--- src/rtl/shift_reg_pkg.sv ---
// Shared encodings for the burst-capable shift register: datapath operation
// codes and the burst controller states.
package shift_reg_pkg;

  localparam logic [2:0] MODE_HOLD = 3'b000;
  localparam logic [2:0] MODE_SHR  = 3'b001;
  localparam logic [2:0] MODE_SHL  = 3'b010;
  localparam logic [2:0] MODE_LOAD = 3'b011;
  localparam logic [2:0] MODE_ROR  = 3'b100;
  localparam logic [2:0] MODE_ROL  = 3'b101;
  localparam logic [2:0] MODE_ASR  = 3'b110;
  localparam logic [2:0] MODE_CLR  = 3'b111;

  typedef enum logic [1:0] {
    ST_IDLE = 2'd0,
    ST_RUN  = 2'd1,
    ST_DONE = 2'd2
  } state_t;

endpackage

--- src/rtl/shift_burst_ctrl.sv ---
// Burst controller: accepts a start pulse, repeats the latched operation for
// the requested number of enabled cycles and flags completion for one cycle.
module shift_burst_ctrl
  import shift_reg_pkg::*;
#(
  parameter int CW = 4
) (
  input  logic          cp,
  input  logic          cr,
  input  logic          en,
  input  logic          start,
  input  logic [CW-1:0] cnt,
  input  logic [2:0]    mode,
  output logic          busy,
  output logic          done,
  output logic [2:0]    op_sel,
  output logic          op_valid
);

  state_t        state;
  state_t        state_nxt;
  logic [CW-1:0] rem;
  logic [2:0]    op_lat;

  // State, remaining count and latched operation; all frozen while en is low.
  always_ff @(posedge cp or posedge cr) begin
    if (cr) begin
      state  <= ST_IDLE;
      rem    <= '0;
      op_lat <= MODE_HOLD;
    end else if (en) begin
      state <= state_nxt;
      if (state == ST_IDLE && start) begin
        rem    <= cnt;
        op_lat <= mode;
      end else if (state == ST_RUN) begin
        rem <= rem - 1'b1;
      end
    end
  end

  always_comb begin
    state_nxt = state;
    case (state)
      ST_IDLE: begin
        if (start) state_nxt = (cnt != '0) ? ST_RUN : ST_DONE;
      end
      ST_RUN: begin
        if (rem == CW'(1)) state_nxt = ST_DONE;
      end
      ST_DONE: state_nxt = ST_IDLE;
      default: state_nxt = ST_IDLE;
    endcase
  end

  // The accepting edge of a start leaves q untouched; DONE acts like IDLE for mode.
  always_comb begin
    busy     = (state == ST_RUN);
    done     = (state == ST_DONE);
    op_sel   = busy ? op_lat : mode;
    op_valid = en && !(state == ST_IDLE && start);
  end

endmodule

--- src/rtl/shift_register_burst.sv ---
// W-bit universal shift register with rotate, arithmetic shift and clear modes,
// plus a burst engine that repeats one operation for N cycles.
module shift_register_burst
  import shift_reg_pkg::*;
#(
  parameter int W  = 8,
  parameter int CW = 4
) (
  input  logic          cp,
  input  logic          cr,
  input  logic          en,
  input  logic [2:0]    mode,
  input  logic          sr,
  input  logic          sl,
  input  logic [W-1:0]  d,
  input  logic          start,
  input  logic [CW-1:0] cnt,
  output logic [W-1:0]  q,
  output logic          so_r,
  output logic          so_l,
  output logic          busy,
  output logic          done
);

  logic [2:0]   op_sel;
  logic         op_valid;
  logic         accept;
  logic [W-1:0] d_lat;
  logic [W-1:0] q_nxt;

  shift_burst_ctrl #(.CW(CW)) u_ctrl (
    .cp       (cp),
    .cr       (cr),
    .en       (en),
    .start    (start),
    .cnt      (cnt),
    .mode     (mode),
    .busy     (busy),
    .done     (done),
    .op_sel   (op_sel),
    .op_valid (op_valid)
  );

  assign accept = en && start && !busy && !done;

  // A burst LOAD repeats the data captured with the start pulse, not live d.
  always_comb begin
    q_nxt = q;
    case (op_sel)
      MODE_HOLD: q_nxt = q;
      MODE_SHR:  q_nxt = {sr, q[W-1:1]};
      MODE_SHL:  q_nxt = {q[W-2:0], sl};
      MODE_LOAD: q_nxt = busy ? d_lat : d;
      MODE_ROR:  q_nxt = {q[0], q[W-1:1]};
      MODE_ROL:  q_nxt = {q[W-2:0], q[W-1]};
      MODE_ASR:  q_nxt = {q[W-1], q[W-1:1]};
      MODE_CLR:  q_nxt = '0;
      default:   q_nxt = q;
    endcase
  end

  always_ff @(posedge cp or posedge cr) begin
    if (cr) begin
      q     <= '0;
      d_lat <= '0;
    end else begin
      if (op_valid) q <= q_nxt;
      if (accept) d_lat <= d;
    end
  end

  assign so_r = q[0];
  assign so_l = q[W-1];

endmodule

--- config.mk ---
export PLATFORM = sky130hd
export DESIGN_NAME = shift_register_burst
export DESIGN_NICKNAME = d
export VERILOG_FILES = /design/src/rtl/shift_reg_pkg.sv /design/src/rtl/shift_burst_ctrl.sv /design/src/rtl/shift_register_burst.sv
export SDC_FILE = /design/constraint.sdc
export NUM_CORES = 1
export LEC_CHECK = 0
export CORE_MARGIN = 1.5
export CORE_UTILIZATION = 48
export CTS_BUF_LIST = sky130_fd_sc_hd__clkbuf_8
export DETAILED_ROUTE_END_ITERATION = 12
export PLACE_DENSITY = 0.79
export RECOVER_POWER = 25
export SLEW_MARGIN = 40
export SYNTH_ARGS = -nofsm -noshare
export SYNTH_HDL_FRONTEND = slang
export SYNTH_SLANG_ARGS = --single-unit
--- constraint.sdc ---
create_clock -name cp -period 1.56 [get_ports cp]
set_input_delay 0.312 -clock cp [delete_from_list [all_inputs] [get_ports cp]]
set_output_delay 0.312 -clock cp [all_outputs]
set_load 0.01 [all_outputs]
; ---- Word level (Yosys, flattened, before mapping)
; Index checks and enable logic that the tools add are counted.
[op_classes]
add_sub_neg = 1
n_eq_ne = 12
muxes = 9
bitwise_logic = 2
n_reduce_logical = 17
[ops]
columns = operator, count
row1 = one-hot mux 8 bit (7 select lines), 1
row2 = "equality test 3 bit, second input constant", 4
row3 = two-way mux 4 bit, 2
row4 = two-way mux 8 bit, 1
row5 = "equality test 3 x 2 -> 1 bit, second input constant", 2
row6 = two-way mux 2 bit, 3
row7 = AND reduction 2 bit, 3
row8 = AND reduction 3 bit, 2
row9 = logical AND 1 bit, 5
row10 = "equality test 4 x 1 -> 1 bit, second input constant", 1
row11 = one-hot mux 2 bit (2 select lines), 1
row12 = nonzero test 4 bit, 1
row13 = "subtractor 4 x 1 -> 4 bit, second input constant", 1
row14 = "equality test 3 x 1 -> 1 bit, second input constant", 1
row15 = zero test 1 bit, 3
row16 = zero test 3 bit, 1
row17 = two-way mux 3 bit, 1
row18 = "equality test 2 x 1 -> 1 bit, second input constant", 1
row19 = "equality test 2 bit, second input constant", 1
row20 = zero test 2 bit, 1
row21 = "!= test 2 x 1 -> 1 bit, second input constant", 1
row22 = "!= test 2 bit, second input constant", 1
row23 = NOT 1 bit, 2
row24 = nonzero test 2 bit, 1
[word_totals]
reg_bits = 25
inputBits = 21
out_inout_bits = 12
wordCells = 47

; ---- Depth between registers and ports, before layout
[depth]
word_depth = 5
mapped_depth = 10
mapped_depth_nobuf = 6

; ---- By module
; From an unflattened synthesis, not the netlist that was laid out.
[unflattened]
hier_cells = 142
hier_area_um2 = 1530.2
[modules_own_cells]
columns = module, n_inst, cells_per_inst, area_per_inst_um2, seq_area_each_um2
row1 = shift_register_burst, 1, 88, 955.9, 400.4
row2 = shift_burst_ctrl, 1, 54, 574.3, 225.2

; ---- Worst setup path before layout
; No wires, ideal clock.
[synth_path]
kind = reg2reg
start = reg u_ctrl.state[1]
end = reg q[0]
setup_time_ps = 126
arrival_time_ps = 1568
t_required_ps = 1434
slack_ps = -134
stages_incl_launch_ff = 9
path_buffers = 2
synth_period_minus_slack_ps = 1694
path_cell_list = dfrtp_1 > nand2b_2 > buf_6 > inv_4 > buf_6 > mux2_4 > and3_1 > a221oi_2 > a21oi_1
[synth_between]
elab_chain_len = 5
word_cells_on_any_way = 18
cone_classes = 8 x eq/ne / 3 x mux / 1 x bitwise / 6 x reduce/logical
[synth_lines]
columns = element, line
row1 = from (decl), shift_burst_ctrl.sv:20  ; state_t state;
row2 = from (signal assigned), shift_burst_ctrl.sv:32  ; state <= state_nxt;
row3 = branches (longest 5 deep; another with one-hot mux 8 bit (7 select lines)), --
row4 = to (signal assigned), shift_register_burst.sv:67  ; if (op_valid) q <= q_nxt;
row5 = to (decl), shift_register_burst.sv:18  ; output logic [W-1:0] q,
; Parallel ways; which one is timed is not known.
; A chain may end at the register's enable or synchronous reset.

; ---- Worst setup path after layout
[layout_path]
start = in mode[0]
end = reg q[4]
[layout_between]
elab_chain_len = 4
word_cells_on_any_way = 12
cone_classes = 7 x eq/ne / 2 x mux / 1 x bitwise / 2 x reduce/logical
[layout_lines]
columns = element, line
row1 = from (decl), shift_register_burst.sv:12  ; input logic [2:0] mode,
row2 = two-way mux 3 bit (*), shift_burst_ctrl.sv:60  ; op_sel = busy ? op_lat : mode;
row3 = branches (longest 3 deep; another with one-hot mux 8 bit (7 select lines)), --
; Every way passes the cells marked *.

==> impl_metrics.yaml <==
worst_setup_path:
  crit_type: "in -> reg"
  critPathCaptureType: "flop"
  cp_num_buf_inv: 3
  crit_arrival_ns: 1.97
  path_max_fanout: 7
  cp_top_family: "buffers and inverters"
  worstPathRequired_ns: 1.70
  path_cells: "clkdlybuf4s50_1, buf_4, and3_4, a311oi_4, buf_6, a222oi_1, a21oi_1"
  slowest_stage: "clkdlybuf4s50_1"
  slowest_delay_ns: 0.55
  crit_path_start_kind: "input pin"
logic_synthesis:
  synthCells: 168
  ys_warn_count: 0
  synth_seq_cells: 25
  synth-edff-count: 0
  synth_nets: 191
  ys_types: 46
  ys_async_sr_fraction: 1.00
  ys.flop_type: "dfrtp_1"
  synth_area_per_cell_um2: 9.70
  synth-seq-area-share: 0.384
  syn_area_um2: 1630
sta:
  rsz0062_at_grt: "true"
  setup_violations: 22
  post-route-period-util: 1.17
  clock.fmax_ghz: 0.547
  worst_slack_ns: -0.267
  setup_tns_ns: -1.46
  finalCriticalPeriod_ns: 1.83
  fin_skew_ns: 0.00495
  hold_viol_final: 0
  max_slew_margin: 0.566
  maxSlewViolCount: 0
  tightest_slew_ns: 0.650
  hold_slack_ns: 0.520
cts:
  clock_sinks: 25
  cts_buffers: 3
  cts_tree: "yes"
  cts_htree_levels: 1
  path_clk_slew_ns: 0.09
  clk_latency_ns: 0.27
  cts.root.buffer_cell: "clkbuf_8"
  clockBufferDepth: 2
global_routing:
  grt_max_degree: 26
  grt_usage: 0.277
  antenna_found_initial: 0
  grt_pass1_wl_mm: 7.62
  grt_pass1_vias: 1684
  grt_overflow_total: 0
floorplanning:
  die_h_um: 61.3
  die-area_um2: 3760
  die-width_um: 61.3
  core_area_um2: 3130
  initial_core_util: 0.521
  num_rows: 20
  ioPinCount: 33
run_status:
  outcome: "complete, but fails checks"
  violations: "setup timing"
placement:
  io_buffers: 32
  gp_congestion: 0.856
  dpl-instance-area_um2: 2160
  place_hpwl_mm: 3.25
finish:
  final_cell_area_um2: 2550
  seq_area_um2: 628
  syn_to_final_growth_pct: 56.5
  fillers: 176
  multi_input_area_um2: 1090
  final_util: 0.816
  nets: 263
  diodes: 0
  final_common_cell: "buf_4"
  drive_above_1_share: 0.418
  final_cell_mix: "42 x buf_4, 24 x clkdlybuf4s50_1, 23 x dfrtp_1"
route:
  drc: 0
  avgRoutedWirePerCell_um: 18.7
  drt-vias-per-instance: 6.15
  drt_iter0_markers: 149
  firstDrtPassIters: 6
  wirelength_mm: 5.29
  ant_nets: 0
  vias: 1741
hold_path:
  hold_path.class: "reg -> reg"
power:
  static-leakage-power_nw: 1.13
  ir_worst_vdd_mv: 1.05
  pwr_density_cell_nw_per_um2: 2140
job:
  cap_violations: 0
-- final cells by class --
| cell class | instances | share of cell area |
|---|---|---|
| Clock buffer | 3 | 0.0162 |
| Clock inverter | 1 | 0.00196 |
| Inverter | 5 | 0.0103 |
| Multi-Input combinational cell | 126 | 0.427 |
| Sequential cell | 25 | 0.246 |
| Tap cell | 44 | 0.0216 |
| Timing Repair Buffer | 79 | 0.277 |
-- power breakdown --
part / switching [mW] / internal, mW
combinational: 1.80 / 1.98
clock: 0.216 / 0.179
sequential: 0.294 / 0.978
total: 2.31 / 3.14
-- cell usage after synthesis, types with 2 or more instances --
cell       n  area share
o31ai_1    2      0.0092
nor3b_1    3       0.014
dfrtp_1   25        0.38
or4b_1     2       0.012
nand2b_1   3       0.012
a222oi_1   6       0.037
a21oi_1   15       0.046
nor2b_1    4       0.015
buf_6      4       0.028
nand3_1   13       0.040
clkbuf_1   3      0.0069
nand2_1   18       0.041
mux2_2    12       0.083
buf_4      2      0.0092
and3_1     2      0.0077
o21ai_0    6       0.018
nor2_1    11       0.025
ha_1       2       0.015
inv_1      4      0.0092
nor4_1     2      0.0077
mux2_4     3       0.028
buf_2      2      0.0061
-- stage by stage --
stage	std cells	setup WS [ns]	power, mW
2_1_floorplan	168	-0.109	3.09
3_3_place_gp	259	-0.369	3.90
3_5_place_dp	259	-0.426	4.04
4_1_cts	276	-0.129	4.95
5_1_grt	283	-0.267	5.71
6_report	283	-0.267	5.45
-- registers in the layout (all words and copies together), names as in the netlist --
register       flops
d_lat              8
u_ctrl.rem         4
q                  8
u_ctrl.state       2
u_ctrl.op_lat      3
-- path summary, 6_finish.rpt --
| path | from | endpoint | slack [ns] | depth (start not counted) |
|---|---|---|---|---|
| min reg2reg | d_lat[3] | d_lat[3] | 0.52 | 1 |
| max | mode[0] | q[4] | -0.27 | 7 |
| min | d_lat[3] | d_lat[3] | 0.52 | 1 |
| min in group asynchronous | cr | d_lat[7] | 0.64 | 3 |
| max in group asynchronous | cr | u_ctrl.op_lat[1] | 0.46 | 3 |
| max reg2reg | u_ctrl.state[1] | q[4] | -0.25 | 7 |
-- repair_timing --
| action | 4_1_cts | 5_1_grt |
|---|---|---|
| hold buffers | 0 | 0 |
| setup buffers | 12 | 7 |
| pin swaps | 11 | 4 |
| gates resized for setup | 32 | 24 |
| cloned | 1 | 0 |
| endpoints found under the setup margin | 33 | 30 |
-- metal layers --
metal,share of wire,up-vias,GRT usage
met5,0,-,0
met4,0.028,0,0.102
met3,0.063,20,0.0357
met2,0.51,107,0.498
met1,0.40,845,0.336
li1,-,769,-
-- cells by family (layout without fill, tap and decap cells) --
family                   count (synthesis)  after routing  share of synthesized area
flip-flops                              25             25                      0.384
adder cells (fa/ha/maj)                  2              2                     0.0153
AND/OR/NAND/NOR                         63             63                      0.206
multiplexers                            16             16                      0.117
buffers and inverters                   18             88                     0.0683
AO/OA/AOI/OAI                           44             45                      0.210
(Power assumes the default switching activity.)
